==> src/rtl/bft_stream_tx.sv <==
// Transmit leaf endpoint: packs 32-bit user beats into 49-bit BFT data packets
// for a fixed destination, gated by credits returned as freespace updates.
module bft_stream_tx #(
  parameter int PACKET_BITS   = 49,
  parameter int PAYLOAD_BITS  = 32,
  parameter int NUM_LEAF_BITS = 4,
  parameter int NUM_PORT_BITS = 4,
  parameter int NUM_ADDR_BITS = 7,
  parameter logic [NUM_LEAF_BITS-1:0] DST_LEAF  = 4'd3,
  parameter logic [NUM_PORT_BITS-1:0] DST_PORT  = 4'd2,
  parameter logic [NUM_PORT_BITS-1:0] SELF_PORT = 4'd1
) (
  input  logic                    clk,
  input  logic                    reset_n,
  input  logic                    start,
  input  logic [PACKET_BITS-1:0]  din_leaf_bft2interface,
  output logic [PACKET_BITS-1:0]  dout_leaf_interface2bft,
  input  logic [PAYLOAD_BITS-1:0] din_user_TDATA,
  input  logic                    din_user_TVALID,
  output logic                    din_user_TREADY,
  output logic [7:0]              credit,
  output logic [31:0]             pkt_count
);

  localparam int VALID_BIT = PACKET_BITS - 1;
  localparam int TYPE_BIT  = PAYLOAD_BITS;
  localparam int ADDR_LSB  = PAYLOAD_BITS + 1;
  localparam int PORT_LSB  = ADDR_LSB + NUM_ADDR_BITS;
  localparam int LEAF_LSB  = PORT_LSB + NUM_PORT_BITS;
  localparam logic [8:0] MAX_CREDIT = 9'(1 << NUM_ADDR_BITS);

  typedef enum logic [0:0] {
    IDLE = 1'b0,
    RUN  = 1'b1
  } state_t;

  state_t                   state_reg, state_next;
  logic [7:0]               credit_reg, credit_next;
  logic [NUM_ADDR_BITS-1:0] addr_reg, addr_next;
  logic [31:0]              pkt_count_reg, pkt_count_next;
  logic [PACKET_BITS-1:0]   dout_reg, dout_next;

  logic       tready;
  logic       handshake;
  logic       upd_hit;
  logic [7:0] upd_amount;
  logic [8:0] credit_sum;

  // Fields of incoming packets that play no part in credit return.
  logic unused_din;
  assign unused_din = ^{din_leaf_bft2interface[VALID_BIT-1:LEAF_LSB],
                        din_leaf_bft2interface[PORT_LSB-1:ADDR_LSB],
                        din_leaf_bft2interface[PAYLOAD_BITS-1:8]};

  // Ready depends only on registered state, never on TVALID.
  assign tready    = (state_reg == RUN) && (credit_reg != 8'd0);
  assign handshake = tready && din_user_TVALID;

  // Freespace update: valid, type=1, addressed to our port; leaf is not checked.
  assign upd_hit = din_leaf_bft2interface[VALID_BIT] &&
                   din_leaf_bft2interface[TYPE_BIT] &&
                   (din_leaf_bft2interface[PORT_LSB +: NUM_PORT_BITS] == SELF_PORT);
  assign upd_amount = upd_hit ? din_leaf_bft2interface[7:0] : 8'd0;

  // 9-bit sum cannot underflow: a send requires credit >= 1.
  assign credit_sum = {1'b0, credit_reg} + {1'b0, upd_amount} - {8'd0, handshake};

  always_comb begin
    state_next = state_reg;
    case (state_reg)
      IDLE:    if (start)  state_next = RUN;
      RUN:     if (!start) state_next = IDLE;
      default: state_next = IDLE;
    endcase
  end

  always_comb begin
    credit_next    = (credit_sum > MAX_CREDIT) ? MAX_CREDIT[7:0] : credit_sum[7:0];
    addr_next      = addr_reg;
    pkt_count_next = pkt_count_reg;
    dout_next      = '0;
    if (handshake) begin
      dout_next      = {1'b1, DST_LEAF, DST_PORT, addr_reg, 1'b0, din_user_TDATA};
      addr_next      = addr_reg + 1'b1;
      pkt_count_next = pkt_count_reg + 32'd1;
    end
  end

  always_ff @(posedge clk or negedge reset_n) begin
    if (!reset_n) begin
      state_reg     <= IDLE;
      credit_reg    <= MAX_CREDIT[7:0];
      addr_reg      <= '0;
      pkt_count_reg <= '0;
      dout_reg      <= '0;
    end else begin
      state_reg     <= state_next;
      credit_reg    <= credit_next;
      addr_reg      <= addr_next;
      pkt_count_reg <= pkt_count_next;
      dout_reg      <= dout_next;
    end
  end

  assign dout_leaf_interface2bft = dout_reg;
  assign din_user_TREADY         = tready;
  assign credit                  = credit_reg;
  assign pkt_count               = pkt_count_reg;

endmodule

==> config.mk <==
export PLATFORM = sky130hd
export DESIGN_NAME = bft_stream_tx
export DESIGN_NICKNAME = d
export VERILOG_FILES = /design/src/rtl/bft_stream_tx.sv
export SDC_FILE = /design/constraint.sdc
export NUM_CORES = 1
export LEC_CHECK = 0
export CORE_ASPECT_RATIO = 1.4
export CORE_UTILIZATION = 42
export DETAILED_ROUTE_END_ITERATION = 7
export GPL_ROUTABILITY_DRIVEN = 0
export PLACE_DENSITY = 0.8
export SLEW_MARGIN = 10
export SYNTH_ARGS = -nofsm -noshare
export SYNTH_HDL_FRONTEND = slang
export SYNTH_SLANG_ARGS = --single-unit
==> constraint.sdc <==
create_clock -name clk -period 4.2 [get_ports clk]
set_input_delay 0.84 -clock clk [delete_from_list [all_inputs] [get_ports clk]]
set_output_delay 0.84 -clock clk [all_outputs]
set_load 0.01 [all_outputs]
# Yosys cells after proc, flatten, opt, wreduce, memory -nomap -nowiden
# Index checks and enable logic that the tools add are counted.
# word_totals
register_bits,97
input_bits,85
out_inout_bits,90
word_cells,20
# classes
add_sub_neg,4
n_lt_le_gt_ge,1
n_eq_ne,1
n_mux,4
reduce_logical,5
# ops
op,count
49-bit 2-to-1 mux,1
"32-bit by 1-bit adder with 32-bit output, second input constant",1
8-bit 2-to-1 mux,2
8-bit by 8-bit adder with 9-bit output,1
"9-bit by 8-bit > comparator with 1-bit output, second input constant",1
9-bit by 1-bit subtractor with 9-bit output,1
8-bit nonzero test,1
"7-bit by 1-bit adder with 7-bit output, second input constant",1
"4-bit by 1-bit equality test with 1-bit output, second input constant",1
1-bit logical AND,4
1-bit 2-to-1 mux,1

# Depth between registers and ports, before layout
# depth
ltp_word,7
mapped_depth,16
depth_no_buf,14

# Worst setup path before layout
# OpenSTA, ideal clock, no wires.
# synth_timing
path_type,input to register
startpoint,input port din_user_TVALID
endpoint,register credit_reg[3] (netlist: credit[3])
setup_ps,72
t_arrival_ps,3536
required_time_ps,4128
setup_slack_ps,592
path_stages,16
path_buffers,2
cell_sequence,nand2_1 a21o_2 inv_1 clkbuf_1 clkbuf_1 ha_1 inv_1 ha_1 inv_1 fa_1 nand2b_1 a21o_1 a32oi_1 xnor2_1 nand2_1 nor2_1
# synth_via
elab_chain_len,4
# synth_lines
item,line,rtl
from (decl),19,"input logic din_user_TVALID,"
1-bit logical AND (*),57,assign handshake = tready && din_user_TVALID;
9-bit by 1-bit subtractor with 9-bit output (*),66,"assign credit_sum = {1'b0, credit_reg} + {1'b0, upd_amount} - {8'd0, handshake};"
9-bit by 8-bit > comparator with 1-bit output,78,credit_next = (credit_sum > MAX_CREDIT) ? MAX_CREDIT[7:0] : credit_sum[7:0];
8-bit 2-to-1 mux (*),78,
named net credit_next[3],38,"logic [7:0] credit_reg, credit_next;"
to (signal assigned),92,credit_reg <= MAX_CREDIT[7:0];
to (signal assigned),98,credit_reg <= credit_next;
to (decl),38,
# The timed path passes the listed nets; every way through them passes the cells marked *.
# A chain may end at the register's enable or synchronous reset.

# Final worst setup path
# layout_timing
startpoint,input port din_leaf_bft2interface[32]
endpoint,register credit_reg[5] (netlist: credit[5])
# layout_via
elab_chain_len,7
# layout_lines
item,line,rtl
from (decl),16,"input logic [PACKET_BITS-1:0] din_leaf_bft2interface,"
1-bit logical AND (*),60,assign upd_hit = din_leaf_bft2interface[VALID_BIT] &&
1-bit logical AND (*),61,din_leaf_bft2interface[TYPE_BIT] &&
8-bit 2-to-1 mux (*),63,assign upd_amount = upd_hit ? din_leaf_bft2interface[7:0] : 8'd0;
8-bit by 8-bit adder with 9-bit output (*),66,
9-bit by 1-bit subtractor with 9-bit output (*),66,
9-bit by 8-bit > comparator with 1-bit output,78,
8-bit 2-to-1 mux (*),78,
named net credit_next[5],38,
# Marks and branches as above.

==> summary.txt <==
Post-CTS Resized: 0
P_leak: 2.62 nW
Tightest Hold Check Type: register to register
fmax: 267 MHz
Critical Path Fanout Max: 6
FF-to-FF End: credit[5]
TritonCTS clock tree: built
setup TNS: 0 ns
WS Path Type: input port to register
post-route cell area: 0.00564 sq mm
DRT Pass-1 Iters: 7
post-synth cell types: 41
Post-synth top cells: 87 x dfrtp_1, 43 x and2_1, 34 x nand2_1
Clock Latency Late Sink: 0.33 ns
Clock Path Buffers: 2
DP Area: 0.00535 sq mm
Initial Utilization: 0.433
yosys warns: 0
CTS H-Tree Depth: 3
Setup crit start kind: input port
DR WL/cell: 13.8 um
WP data required: 4.46 ns
total power: 2.76 mW
number of diodes: 0
postcts setup bufs: 0
Detail Placement HPWL: 6.25 mm
share of layout cells above drive strength 1: 0.0584
Post-synth EDFFs: 0
largest area contributor in the netlist: dfrtp_1
post-cts hold buffer count: 0
top_reg_cell synth: dfrtp_1
r2r worst-path depth: 14
number of flip-flops in the largest register: 40
hold path start: addr_reg[4]
I/O pin cnt: 175
initial antenna violation count: 0
wl on met1: 3.14 mm
# DRC: 14
Vias/cell: 4.97
port bufs: 133
die area: 0.00977 sq mm
power per cell area: 489 mW/mm^2
Synth area leaders: dfrtp_1 55%, and2_1 6.8%, xnor2_1 6.5%
failing checks: design-rule violations
DIE HEIGHT: 117 um
flop-to-flop setup slack: 0.61 ns
Arrival @ worst endpoint: 4.00 ns
Worst-path clk slew: 0.06 ns
Post-DRT Antenna Nets: 0
critical path capture point type: register
min cycle time layout: 3.74 ns
max_cap viols: 0
CTS root buffer: clkbuf_16
status: complete, but fails checks
Synth Instances: 355
Layout area overhead: 43.4%
RSZ-0062 raised after global routing: false
Hold EP: addr_reg[4]
reg2reg start: credit[1]
Cell Area, Synth: 0.00394 sq mm
max_slew headroom: 0.280
highest metal used: met4
chip width: 83.8 um
DR WL met3: 529 um
drt total wl: 8.35 mm
Async SR Flop Fraction: 1.00
met2 wire len: 4.46 mm
Yosys top cell area share: 0.553
Row Count: 41
Layout Skew: 0.00750 ns
Final Hold Fails: 0
clk sinks: 88
#FFs+latches synth: 88
global route overflow: 0
Tot GR Track Use: 0.174
Layout Nets: 596
Core Area: 0.00908 sq mm
vias in the first global route: 2933
via count: 3001
count leader, synth: dfrtp_1
Least-Margin Pin Slew: 1.08 ns
Avg Inst Size Synth: 11.1 sq um
VDD IR max: 454 uV
global-route wire length before repair: 13.1 mm
sequential-to-total area share from yosys stat: 0.560
TritonCTS Buffers: 9
Final Max Slew Viols: 0
largest net degree at the start of global routing: 89
Tcrit/Tclk final: 0.891
hold depth: 1
Iteration-0 DRC Markers: 130
final setup vio count: 0
Worst Setup SP: din_leaf_bft2interface[32]
## where the power goes
group,switching (mW),internal [mW],total (mW)
combinational,0.469,0.460,0.929
sequential,0.0828,0.965,1.05
clock,0.323,0.460,0.783
## layout make-up
class | instances | area [sq um]
clock buffer | 9 | 225
multi-input combinational | 229 | 1560
fill | 708 | 3440
clock inverter | 7 | 72.6
sequential | 88 | 2200
inverter | 29 | 109
timing repair buffer | 135 | 1340
tap | 107 | 134
## worst max path at each step
stage,to,depth (start not counted)
floorplan,credit[3],16
global placement,credit[4],14
detailed placement,credit[3],15
CTS,credit[3],14
global route,credit[3],14
finish,credit[5],14
## kinds of logic after synthesis
group | after synthesis | share of synthesized area
other | 1 | 0.000953
multiplexers | 2 | 0.00572
buffers and inverters | 43 | 0.0496
adder cells (fa/ha/maj) | 19 | 0.0623
AND/OR/NAND/NOR | 141 | 0.195
AO/OA/AOI/OAI | 19 | 0.0334
XOR/XNOR | 42 | 0.0935
flip-flops | 88 | 0.560
## cells in the final DEF, fill, tap and decap left out, types with 2 or more instances in the layout
cell type and instances:
xnor2_1 29, clkdlybuf4s50_1 132, nand2b_1 2, a21o_1 3, conb_1 6, nand3_1 12
and2_1 43, nor2_1 16, and4_1 2, buf_4 3, inv_1 29, clkinvlp_4 2
nand2_1 34, nor3_1 9, dfrtp_1 87, a21oi_1 6, clkinv_2 2, mux2_2 2
ha_1 18, nand4_1 6, clkinv_4 2, xor2_1 13, clkbuf_16 9, and3_1 8
## through the flow
step | std cells | worst slack [ns] | util | hold slack (ns)
after global placement | 588 | 0.213 | 0.589 | 0.452
final | 604 | 0.460 | 0.621 | 0.464
after floorplan | 360 | 0.592 | - | 0.437
after CTS | 604 | 0.483 | 0.621 | 0.469
after global routing | 604 | 0.210 | 0.621 | 0.473
after detailed placement | 588 | 0.140 | 0.589 | 0.459
## critical path, cell delays in order
cell,delay (ns)
clkdlybuf4s50_1,0.48
nand4b_1,0.09
nor3_1,0.28
buf_4,0.22
nand2_1,0.06
ha_1,0.27
inv_1,0.05
ha_1,0.37
a21o_1,0.23
a21oi_1,0.24
a32oi_1,0.16
xnor2_1,0.33
nand2_1,0.23
nor2_1,0.15
## metal layers
metal  vias up  track usage
met3        19       0.0615
met5         -            0
li1       1410            -
met1      1471        0.185
met2       101        0.312
met4         0       0.0782
(Power assumes the default switching activity.)
